**src/rtl/mips_pkg.sv**
```systemverilog
// Shared definitions for the MIPS-style front end.
//   fetch_state_t     : fetch FSM states (IDLE, REQ, WAIT, HOLD)
//   RESET_PC_DEFAULT  : default PC loaded on reset
//   OP_*              : primary opcode field values, shared with the main decoder
//   sign_ext16        : sign-extends a 16-bit immediate to 32 bits
package mips_pkg;

  typedef enum logic [1:0] {
    IDLE = 2'd0,
    REQ  = 2'd1,
    WAIT = 2'd2,
    HOLD = 2'd3
  } fetch_state_t;

  localparam logic [31:0] RESET_PC_DEFAULT = 32'h0000_0000;

  localparam logic [5:0] OP_RTYPE = 6'h00;
  localparam logic [5:0] OP_J     = 6'h02;
  localparam logic [5:0] OP_BEQ   = 6'h04;
  localparam logic [5:0] OP_BNE   = 6'h05;
  localparam logic [5:0] OP_ADDI  = 6'h08;
  localparam logic [5:0] OP_LW    = 6'h23;
  localparam logic [5:0] OP_SW    = 6'h2B;

  function automatic logic [31:0] sign_ext16(input logic [15:0] v);
    return {{16{v[15]}}, v};
  endfunction

endpackage

```
**src/rtl/fetch_unit_pc_next.sv**
```systemverilog
// pc_next: combinational next-PC selection for the fetch unit.
// Ports:
//   pc        in  32  current PC
//   instr_idx in  26  low 26 bits of the held instruction (jump index / imm16)
//   branch    in  1   decoder says conditional branch
//   ne        in  1   branch sense: 0 = BEQ, 1 = BNE
//   jump      in  1   decoder says unconditional jump
//   zero      in  1   ALU zero flag
//   pcplus4   out 32  pc + 4 (mod 2^32)
//   npc       out 32  selected next PC: jump > taken branch > pc + 4
module pc_next
  import mips_pkg::*;
(
  input  logic [31:0] pc,
  input  logic [25:0] instr_idx,
  input  logic        branch,
  input  logic        ne,
  input  logic        jump,
  input  logic        zero,
  output logic [31:0] pcplus4,
  output logic [31:0] npc
);

  logic [31:0] br_target;
  logic [31:0] j_target;
  logic        taken;

  always_comb begin
    pcplus4   = pc + 32'd4;
    br_target = pcplus4 + (sign_ext16(instr_idx[15:0]) << 2);
    // Jumps stay inside the 256 MB region of the delay-slot address.
    j_target  = {pcplus4[31:28], instr_idx, 2'b00};
    // zero ^ ne: BEQ takes on zero, BNE takes on non-zero.
    taken     = branch & (zero ^ ne);
    if (jump) begin
      npc = j_target;
    end else if (taken) begin
      npc = br_target;
    end else begin
      npc = pcplus4;
    end
  end

endmodule

```
**src/rtl/fetch_unit.sv**
```systemverilog
// fetch_unit: single-outstanding instruction fetch with a held instruction
// register, PC update on retirement and a retired-instruction counter.
// Ports:
//   clk, reset              clock, synchronous active-high reset
//   imem_req/imem_addr      fetch request and byte address (addr == pc)
//   imem_ready              memory accepts the request this cycle
//   imem_rvalid/imem_rdata  response strobe and instruction word
//   instr/instr_valid       held instruction and its valid flag
//   instr_ack               held instruction retires this cycle
//   branch/ne/jump/zero     control for the held instruction, valid with ack
//   pc/pcplus4              current PC and PC + 4
//   retired                 retired-instruction count (wraps)
//   fsm_state               current fetch FSM state, for observation
//
// Handshake: a fetch is accepted on the cycle imem_req && imem_ready. Its
// data arrives on the first later-or-same cycle with imem_rvalid, and only
// while the fetch is outstanding (REQ after acceptance, or WAIT); any other
// imem_rvalid is ignored. The held instruction is consumed on the cycle
// instr_valid && instr_ack; instr_ack without instr_valid is ignored.
module fetch_unit
  import mips_pkg::*;
#(
  parameter logic [31:0] RESET_PC     = RESET_PC_DEFAULT,
  // Count loaded on reset; 0 for normal operation.
  parameter logic [31:0] RETIRED_INIT = 32'h0000_0000
) (
  input  logic         clk,
  input  logic         reset,
  output logic         imem_req,
  output logic [31:0]  imem_addr,
  input  logic         imem_ready,
  input  logic         imem_rvalid,
  input  logic [31:0]  imem_rdata,
  output logic [31:0]  instr,
  output logic         instr_valid,
  input  logic         instr_ack,
  input  logic         branch,
  input  logic         ne,
  input  logic         jump,
  input  logic         zero,
  output logic [31:0]  pc,
  output logic [31:0]  pcplus4,
  output logic [31:0]  retired,
  output fetch_state_t fsm_state
);

  // Keep the PC word aligned even if an unaligned reset value is given.
  localparam logic [31:0] RESET_PC_ALIGNED = {RESET_PC[31:2], 2'b00};

  fetch_state_t state_q, state_d;
  logic [31:0]  pc_q, pc_d;
  logic [31:0]  instr_q, instr_d;
  logic [31:0]  retired_q, retired_d;
  logic [31:0]  npc;

  pc_next u_pc_next (
    .pc        (pc_q),
    .instr_idx (instr_q[25:0]),
    .branch    (branch),
    .ne        (ne),
    .jump      (jump),
    .zero      (zero),
    .pcplus4   (pcplus4),
    .npc       (npc)
  );

  always_comb begin
    state_d     = state_q;
    pc_d        = pc_q;
    instr_d     = instr_q;
    retired_d   = retired_q;
    imem_req    = 1'b0;
    instr_valid = 1'b0;
    case (state_q)
      IDLE: begin
        state_d = REQ;
      end
      REQ: begin
        imem_req = 1'b1;
        if (imem_ready) begin
          if (imem_rvalid) begin
            instr_d = imem_rdata;
            state_d = HOLD;
          end else begin
            state_d = WAIT;
          end
        end
      end
      WAIT: begin
        if (imem_rvalid) begin
          instr_d = imem_rdata;
          state_d = HOLD;
        end
      end
      HOLD: begin
        instr_valid = 1'b1;
        if (instr_ack) begin
          pc_d      = npc;
          retired_d = retired_q + 32'd1;
          state_d   = REQ;
        end
      end
      default: begin
        state_d = IDLE;
      end
    endcase
  end

  always_ff @(posedge clk) begin
    if (reset) begin
      state_q   <= IDLE;
      pc_q      <= RESET_PC_ALIGNED;
      instr_q   <= 32'h0000_0000;
      retired_q <= RETIRED_INIT;
    end else begin
      state_q   <= state_d;
      pc_q      <= pc_d;
      instr_q   <= instr_d;
      retired_q <= retired_d;
    end
  end

  assign imem_addr = pc_q;
  assign instr     = instr_q;
  assign pc        = pc_q;
  assign retired   = retired_q;
  assign fsm_state = state_q;

endmodule
```
**config.mk**
```make
export PLATFORM = sky130hd
export DESIGN_NAME = fetch_unit
export DESIGN_NICKNAME = d
export VERILOG_FILES = /design/src/rtl/mips_pkg.sv /design/src/rtl/fetch_unit_pc_next.sv /design/src/rtl/fetch_unit.sv
export SDC_FILE = /design/constraint.sdc
export NUM_CORES = 1
export LEC_CHECK = 0
export CORE_MARGIN = 2
export CORE_UTILIZATION = 52
export CTS_BUF_LIST = sky130_fd_sc_hd__clkbuf_16
export CTS_CLUSTER_SIZE = 8
export DETAILED_ROUTE_END_ITERATION = 8
export GPL_TIMING_DRIVEN = 0
export PLACE_DENSITY = 0.92
export SLEW_MARGIN = 20
export SYNTH_ARGS = -nofsm -noshare
export SYNTH_HDL_FRONTEND = slang
export SYNTH_SLANG_ARGS = --single-unit
export TNS_END_PERCENT = 1
```
**constraint.sdc**
```tcl
create_clock -name clk -period 10.68 [get_ports clk]
set_clock_uncertainty 0.2 [all_clocks]
set_input_delay 2.136 -clock clk [delete_from_list [all_inputs] [get_ports clk]]
set_output_delay 2.136 -clock clk [all_outputs]
set_load 0.02 [all_outputs]
```
## Word level (Yosys, flattened, before mapping)

Index checks and enable logic that the tools add are counted.

| word-level totals | value |
|---|---|
| input bits | 41 |
| register bits after elaboration | 98 |
| word-level logic and storage cells | 32 |
| output and inout bits | 164 |

| cells by class | value |
|---|---|
| multiplexer cells | 12 |
| bitwise gates (word level) | 2 |
| equality and inequality tests | 6 |
| $add $sub $neg | 3 |
| reduce and logical (&&, ||, !) cells | 5 |

Operators by type and width:

| kind | number |
|---|---|
| two-way mux 32 bit | 4 |
| case mux 32 bit (2 select lines) | 1 |
| adder 32 x 1 -> 32 bit (second input constant) | 1 |
| adder 32 x 3 -> 32 bit (second input constant) | 1 |
| adder 32 bit | 1 |
| case mux 2 bit (4 select lines) | 1 |
| two-way mux 2 bit | 3 |
| inequality test 2 bit (second input constant) | 3 |
| equality test 2 bit (second input constant) | 2 |
| AND reduction 2 bit | 2 |
| two-way mux 1 bit | 3 |
| AND reduction 3 bit | 1 |
| equality test 2 x 1 -> 1 bit (second input constant) | 1 |
| zero test 2 bit | 1 |
| nonzero test 2 bit | 1 |
| AND 1 bit | 1 |
| XOR 1 bit | 1 |

## Longest topological paths before layout

Gate-level depths: netlist of run 1.

| logic depth | value |
|---|---|
| depth in word-level cells | 4 |
| gate-level depth with buffers | 18 |
| depth with buffers taken out | 17 |

## Hierarchy

A second synthesis of run 1 with hierarchy kept.

| second synthesis, totals | value |
|---|---|
| cell total of the unflattened synthesis | 928 |
| area, all modules | 6940.4 um^2 |

By module, submodules not included:

| module | sequential area each (um^2) | cells an instance | instances | area an instance (um^2) |
|---|---|---|---|---|
| fetch_unit | 1961.9 | 518 | 1 | 4189.0 |
| pc_next | 0.0 | 410 | 1 | 2751.4 |

## Worst setup path before layout of run 1

Ideal clock, no wire load.

| timing path | value |
|---|---|
| kind | register to output |
| start | register pc_q[7], in the netlist imem_addr[7] |
| end | output port pcplus4[31] |
| path buffers | 0 |
| setup slack | 6246 ps |
| data required time | 8344 ps |
| cell stages (with the launch flop) | 7 |
| data arrival time | 2098 ps |
| path through | dfxtp_1 -> nand4_1 -> nor3b_2 -> nand3_1 -> nor2_1 -> nand3_1 -> xnor2_1 |

| between the ends | value |
|---|---|
| longest elaborated chain between the ends | 1 |

Ends and longest elaborated chain:

| element | line | RTL |
|---|---|---|
| start, declared | fetch_unit.sv:51 | `logic [31:0] pc_q, pc_d;` |
| start signal, assigned | fetch_unit.sv:117 | `pc_q <= pc_d;` |
| adder 32 x 3 -> 32 bit | fetch_unit_pc_next.sv:29 | `pcplus4 = pc + 32'd4;` |
| end, declared | fetch_unit.sv:42 | `output logic [31:0] pcplus4,` |

Every way passes these cells.

## Worst setup path in the final report of run 1

Ends and elaborated chain as after synthesis.

==> impl_metrics.env, run 1 <==
export IMPL_rsz0062_at_grt="false"
export IMPL_cp_max_fo=8
export IMPL_vdd_drop_max_uv=112
export IMPL_cp_start_kind="register"
export IMPL_io_pins=205
export IMPL_cts_tree="done"
export IMPL_slew_headroom=0.294
export IMPL_synth_async_sr_flop_share=0
export IMPL_clock_path_buffers=2
export IMPL_ff_latch_area_um2=1920
export IMPL_whs_ps=258
export IMPL_syn_cell_area_um2=6600
export IMPL_dp_slack_ps=5390
export IMPL_p_int_w=0.000720
export IMPL_critical_path_class="register to primary output"
export IMPL_place_area_um2=8800
export IMPL_multiInputGateArea_um2=4200
export IMPL_period_minus_slack_ps=5750
export IMPL_synth_area_leaders="dfxtp_1, nand2_1, ha_1"
export IMPL_die_h_um=117
export IMPL_nets=1171
export IMPL_drt_first_pass_iters=5
export IMPL_dp_hpwl_um=16300
export IMPL_initial_core_util=0.527
export IMPL_critical_path_required_ps=8340
export IMPL_period_share=0.538
export IMPL_detail_route_antenna_nets=0
export IMPL_ys_top_cells_by_count="nand2_1, dfxtp_1, a21oi_1, nor2_1, ha_1"
export IMPL_nFillCells=993
export IMPL_drc=0
export IMPL_synth_avg_cell_area_um2=7.53
export IMPL_synthCells=877
export IMPL_synth_top_area_frac=0.291
export IMPL_status="complete, no violations"
export IMPL_pwr_share_seq=0.377
export IMPL_cts_setup_buffers=0
export IMPL_tightest_slew_ps=1060
export IMPL_numCtsBuffers=9
export IMPL_yosysSeqAreaShare=0.291
export IMPL_ys_seq_elements=96
export IMPL_min_path_type="register to register"
export IMPL_grt_overflow=0
export IMPL_die_w_um=117
export IMPL_yosysUniqueCellTypes=66
export IMPL_clkTransAtPathRegs_ps=70
export IMPL_postCtsHoldBufs=0
export IMPL_setup_tns_ps=0
export IMPL_drt_iter0_markers=847
export IMPL_cts_repair_resized=0
export IMPL_coreArea_um2=12500
export IMPL_drv_slew=0
export IMPL_grt_pass1_wl_um=33000
export IMPL_gp_congestion=0.994
export IMPL_grt_max_degree=27
export IMPL_switching_share=0.371
export IMPL_finalWirelength_um=21500
export IMPL_io_buffers=196
export IMPL_row_count=41
export IMPL_synth_largest_area_cell="dfxtp_1"
export IMPL_h_tree_depth=3
export IMPL_drt_vias_per_instance=5.72
export IMPL_setup_viol=0
export IMPL_p_per_area_nw_per_um2=126
export IMPL_combPwrFrac=0.347
export IMPL_maxCapViolCount=0
export IMPL_grt_total_usage=0.310
export IMPL_final_area_um2=9080
export IMPL_die_area_um2=13600
export IMPL_via_count=7246
export IMPL_power_w=0.00115
export IMPL_synthFlopType="dfxtp_1"
export IMPL_synthToLayoutAreaGrowth_pct=37.5
export IMPL_worstSetupEndpointType="primary output"
export IMPL_grt_pass1_vias=6546
export IMPL_insertion_delay_ps=360
export IMPL_synth_warnings=0
export IMPL_setup_slack_ps=4930
export IMPL_power_share_clock=0.275
export IMPL_final_hold_viol_count=0
export IMPL_avgRoutedWirePerCell_um=17.0
export IMPL_fmax_mhz=174
export IMPL_synth_edff_count=0
export IMPL_power_leakage_nw=3.54
export IMPL_p_sw_w=0.000425
export IMPL_worstPathArrival_ps=3410
export IMPL_drive_gt1_frac=0.0603
export IMPL_clock_sinks=96
export IMPL_cts_root_buffer="clkbuf_16"
export IMPL_yosysMostFrequentCell="nand2_1"
export IMPL_diodes=0
export IMPL_grt_antenna_before_repair=0
[logic make-up (layout without fill, tap and decap cells)]
logic type / count (synthesis) / in the layout / synth area share
AO/OA/AOI/OAI: 222 / 222 / 0.219
XOR/XNOR: 72 / 72 / 0.0955
adder cells (fa/ha/maj): 41 / 41 / 0.0788
buffers and inverters: 96 / 308 / 0.0752
flip-flops: 96 / 96 / 0.291
multiplexers: 4 / 4 / 0.00625
other: 1 / 6 / 0.000568
AND/OR/NAND/NOR: 345 / 345 / 0.234
[power by group through the flow]
stage / Sequential, W / Combinational (W) / Clock (W)
6_report: 0.000432 / 0.000398 / 0.000315
5_1_grt: 0.000435 / 0.000431 / 0.000329
4_1_cts: 0.000430 / 0.000395 / 0.000316
3_5_place_dp: 0.000438 / 0.000392 / 0
3_3_place_gp: 0.000437 / 0.000383 / 0
2_1_floorplan: 0.000460 / 0.000207 / 0
[worst max-delay path, cell delays in order (launching register included)]
cell             delay (ps)
dfxtp_1                 520
nand4_1                 190
nor3b_2                 500
nand3_1                 310
nor2_1                  420
nand3_1                 290
xnor2_1                 210
clkdlybuf4s50_1         620
[metrics by stage]
stage                      util  cells
final                     0.725   1266
after global routing      0.725   1266
after CTS                 0.725   1266
after detailed placement  0.703   1250
after global placement    0.703   1250
after floorplan               -    882
[cell usage in the layout (no fill, tap or decap), types with 5 or more instances in the layout]
| cell | n |
|---|---|
| a211oi_1 | 11 |
| clkbuf_1 | 33 |
| nand2_1 | 154 |
| conb_1 | 6 |
| a311oi_1 | 5 |
| a21o_1 | 13 |
| ha_1 | 40 |
| and2_1 | 6 |
| a21oi_1 | 88 |
| clkdlybuf4s50_1 | 196 |
| xor2_1 | 33 |
| nand4_1 | 11 |
| or3_1 | 11 |
| xnor2_1 | 39 |
| buf_4 | 36 |
| nand3_1 | 25 |
| nand2b_1 | 7 |
| inv_1 | 23 |
| and3_1 | 19 |
| nor2_1 | 83 |
| clkbuf_16 | 9 |
| dfxtp_1 | 96 |
| nor3_1 | 14 |
| o211ai_1 | 12 |
| o21ai_1 | 6 |
| o21ai_0 | 39 |
| a31oi_1 | 5 |
[per-layer routing]
layer	track usage	part of all wire
met2	0.502	0.47
met5	0	0
met1	0.388	0.40
met3	0.0789	0.094
met4	0.141	0.040
[sequential cells by signal, summed over array words and instances, names as in the netlist]
register / count
retired: 32
instr: 32
fsm_state: 2
imem_addr: 30
[final timing paths]
kind	end	startpoint	cells after the start	slack, ps
setup reg to reg	imem_addr[27]	imem_addr[2]	15	5830
hold / removal	instr[30]	instr[30]	2	260
setup / recovery	pcplus4[31]	imem_addr[7]	7	4930
hold reg to reg	instr[30]	instr[30]	2	260
[area by class of cell]
type / instances / share of cell area
multi-input cells: 690 / 0.463
flip-flops and latches: 96 / 0.212
inverters: 22 / 0.00910
clock buffers: 9 / 0.0248
repair buffers: 196 / 0.216
well taps: 172 / 0.0237
plain buffers: 74 / 0.0456
clock inverters: 7 / 0.00593
Power figures use the tool's default switching activity.
==> run 2, diff against run 1 <==
--- a/config.mk
+++ b/config.mk
@@ -6,12 +6,12 @@
 export NUM_CORES = 1
 export LEC_CHECK = 0
 export CORE_MARGIN = 2
-export CORE_UTILIZATION = 52
+export CORE_UTILIZATION = 48
 export CTS_BUF_LIST = sky130_fd_sc_hd__clkbuf_16
 export CTS_CLUSTER_SIZE = 8
 export DETAILED_ROUTE_END_ITERATION = 8
 export GPL_TIMING_DRIVEN = 0
-export PLACE_DENSITY = 0.92
+export PLACE_DENSITY = 0.86
 export SLEW_MARGIN = 20
 export SYNTH_ARGS = -nofsm -noshare
 export SYNTH_HDL_FRONTEND = slang
==> constraint.sdc (replaced) <==
create_clock -name clk -period 6 [get_ports clk]
set_clock_uncertainty 0.2 [all_clocks]
set_input_delay 1.2 -clock clk [delete_from_list [all_inputs] [get_ports clk]]
set_output_delay 1.2 -clock clk [all_outputs]
set_load 0.02 [all_outputs]
==> run 2 against run 1 <==
  * Non-clock buffer count unchanged
  * Setup slack got worse by 3900 ps
  * Hold slack got worse by 2.5 ps
  * Count of clock-buffer cells in the layout unchanged
  * Sequential power increased by 78%
  * Via count decreased by 1.8%
  * Final cell count increased by 0.32%
  * Highest routed layer unchanged
==> impl_metrics.env, run 2 (synthesis gave the netlist of run 1 again) <==
export IMPL_hold_depth=2
export IMPL_p_per_area_nw_per_um2=225
export IMPL_cp_slowest_cell="clkdlybuf4s50_1"
export IMPL_grt_pass1_vias=6508
export IMPL_combPwrFrac=0.345
export IMPL_coreArea_um2=13300
export IMPL_power_leakage_nw=3.54
export IMPL_vdd_drop_max_uv=182
export IMPL_pwr_share_seq=0.375
export IMPL_cpPeakStageDelay_ps=670
export IMPL_gp_congestion=0.970
export IMPL_grt_total_usage=0.285
export IMPL_maxCapViolCount=0
export IMPL_numCtsBuffers=9
export IMPL_status="complete, no violations"
export IMPL_drt_vias_per_instance=5.60
export IMPL_critical_path_required_ps=4600
export IMPL_via_count=7116
export IMPL_io_pins=205
export IMPL_switching_share=0.371
export IMPL_finalWirelength_um=21200
export IMPL_grt_pass1_wl_um=33200
export IMPL_rrSetupSlack_ps=1110
export IMPL_p_int_w=0.00129
export IMPL_clock_path_buffers=2
export IMPL_grt_overflow=0
export IMPL_critical_path_class="register to primary output"
export IMPL_nets=1171
export IMPL_setup_viol=0
export IMPL_avgRoutedWirePerCell_um=16.7
export IMPL_drt_iter0_markers=563
export IMPL_worstSetupEndpointType="primary output"
export IMPL_dp_hpwl_um=16300
export IMPL_worstPathArrival_ps=3530
export IMPL_detail_route_antenna_nets=0
export IMPL_insertion_delay_ps=360
export IMPL_cp_max_fo=8
export IMPL_rr_startpoint="imem_addr[2]"
export IMPL_final_hold_viol_count=0
export IMPL_period_share=0.821
export IMPL_clkTransAtPathRegs_ps=70
export IMPL_r2r_cells=18
export IMPL_setup_tns_ps=0
export IMPL_io_buffers=196
export IMPL_cts_setup_buffers=0
export IMPL_drt_first_pass_iters=5
export IMPL_synthToLayoutAreaGrowth_pct=37.7
export IMPL_min_path_type="register to register"
export IMPL_grt_max_degree=27
export IMPL_cp_start_kind="register"
export IMPL_final_cell_mix="clkdlybuf4s50_1, nand2_1, dfxtp_1, a21oi_1, nor2_1"
export IMPL_die_w_um=121
export IMPL_clock_sinks=96
export IMPL_rr_endpoint="imem_addr[31]"
export IMPL_rsz0062_at_grt="false"
export IMPL_slew_headroom=0.308
export IMPL_cts_repair_resized=0
export IMPL_hold_path_endpoint="instr[27]"
export IMPL_diodes=0
export IMPL_postCtsHoldBufs=0
export IMPL_mostFrequentLayoutCell="clkdlybuf4s50_1"
export IMPL_drv_slew=0
export IMPL_hp_start="instr[27]"
export IMPL_row_count=42
export IMPL_die_area_um2=14700
export IMPL_dp_slack_ps=1270
export IMPL_power_share_clock=0.280
export IMPL_crit_chain="ha_1 -> nand4_1 -> nor2_1 -> and2_1 -> nand2_1 -> nor2_1 -> nand2_1 -> xnor2_1 -> clkdlybuf4s50_1"
export IMPL_h_tree_depth=3
export IMPL_cts_tree="done"
export IMPL_die_h_um=121
export IMPL_drc=0
export IMPL_grt_antenna_before_repair=0
export IMPL_p_sw_w=0.000759
export IMPL_initial_core_util=0.495
export IMPL_period_minus_slack_ps=4930
export IMPL_drive_gt1_frac=0.0603
export IMPL_setup_slack_ps=1070
export IMPL_cts_root_buffer="clkbuf_16"
export IMPL_tightest_slew_ps=1040
export IMPL_fmax_mhz=203
run 2: changes by cell type in the layout (fill, tap and decap cells not counted), sizes merged:
cell,delta
clkinv,+1
inv,-1
run 2: final cells by class:
class / instances / area (um2)
well taps: 176 / 220
flip-flops and latches: 96 / 1920
inverters: 22 / 82.6
clock buffers: 9 / 225
plain buffers: 74 / 414
fillers: 1144 / 4250
repair buffers: 196 / 1960
multi-input cells: 690 / 4200
clock inverters: 7 / 65.1
run 2: worst max path at each step:
stage / from / slack [ps] / end
2_1_floorplan: imem_addr[2] / 1750 / imem_addr[31]
3_3_place_gp: imem_addr[2] / 1400 / imem_addr[31]
3_5_place_dp: imem_addr[2] / 1270 / imem_addr[31]
4_1_cts: imem_addr[2] / 1150 / pcplus4[28]
5_1_grt: imem_addr[2] / 920 / imem_addr[31]
6_report: imem_addr[2] / 1070 / pcplus4[28]
run 2: power groups by stage:
| stage | Sequential, W | Clock [W] | Combinational, W |
|---|---|---|---|
| after floorplan | 0.000819 | 0 | 0.000368 |
| after global placement | 0.000778 | 0 | 0.000687 |
| after detailed placement | 0.000780 | 0 | 0.000699 |
| after CTS | 0.000765 | 0.000576 | 0.000702 |
| after global routing | 0.000775 | 0.000600 | 0.000761 |
| final | 0.000767 | 0.000573 | 0.000706 |
run 2: per-layer routing:
| layer | GRT usage | vias to the layer above | wire length (um) |
|---|---|---|---|
| li1 | - | 3452 | - |
| met1 | 0.374 | 3264 | 8950 |
| met2 | 0.459 | 348 | 9820 |
| met3 | 0.0658 | 52 | 1900 |
| met4 | 0.0999 | 0 | 567 |
| met5 | 0 | - | 0 |
run 2: stage by stage:
stage                     utilization  total power [W]  hold WS (ps)  cells  area, um2
final                           0.681          0.00205           255   1270       9090
after global routing            0.681          0.00214           278   1270       9090
after CTS                       0.681          0.00204           256   1270       9090
after detailed placement        0.660          0.00148           247   1254       8800
after global placement          0.660          0.00147           241   1254       8800
after floorplan                     -          0.00119           334    882       6620
run 2: worst max-delay path: cells and delay by family (launching register included):
kind                       cells  cell delay [ps]
and+or+nand+nor                6             1440
xor gates and xnor gates       1              310
buffers and inverters          1              670
adders and majority gates      1              270
DFF                            1              480
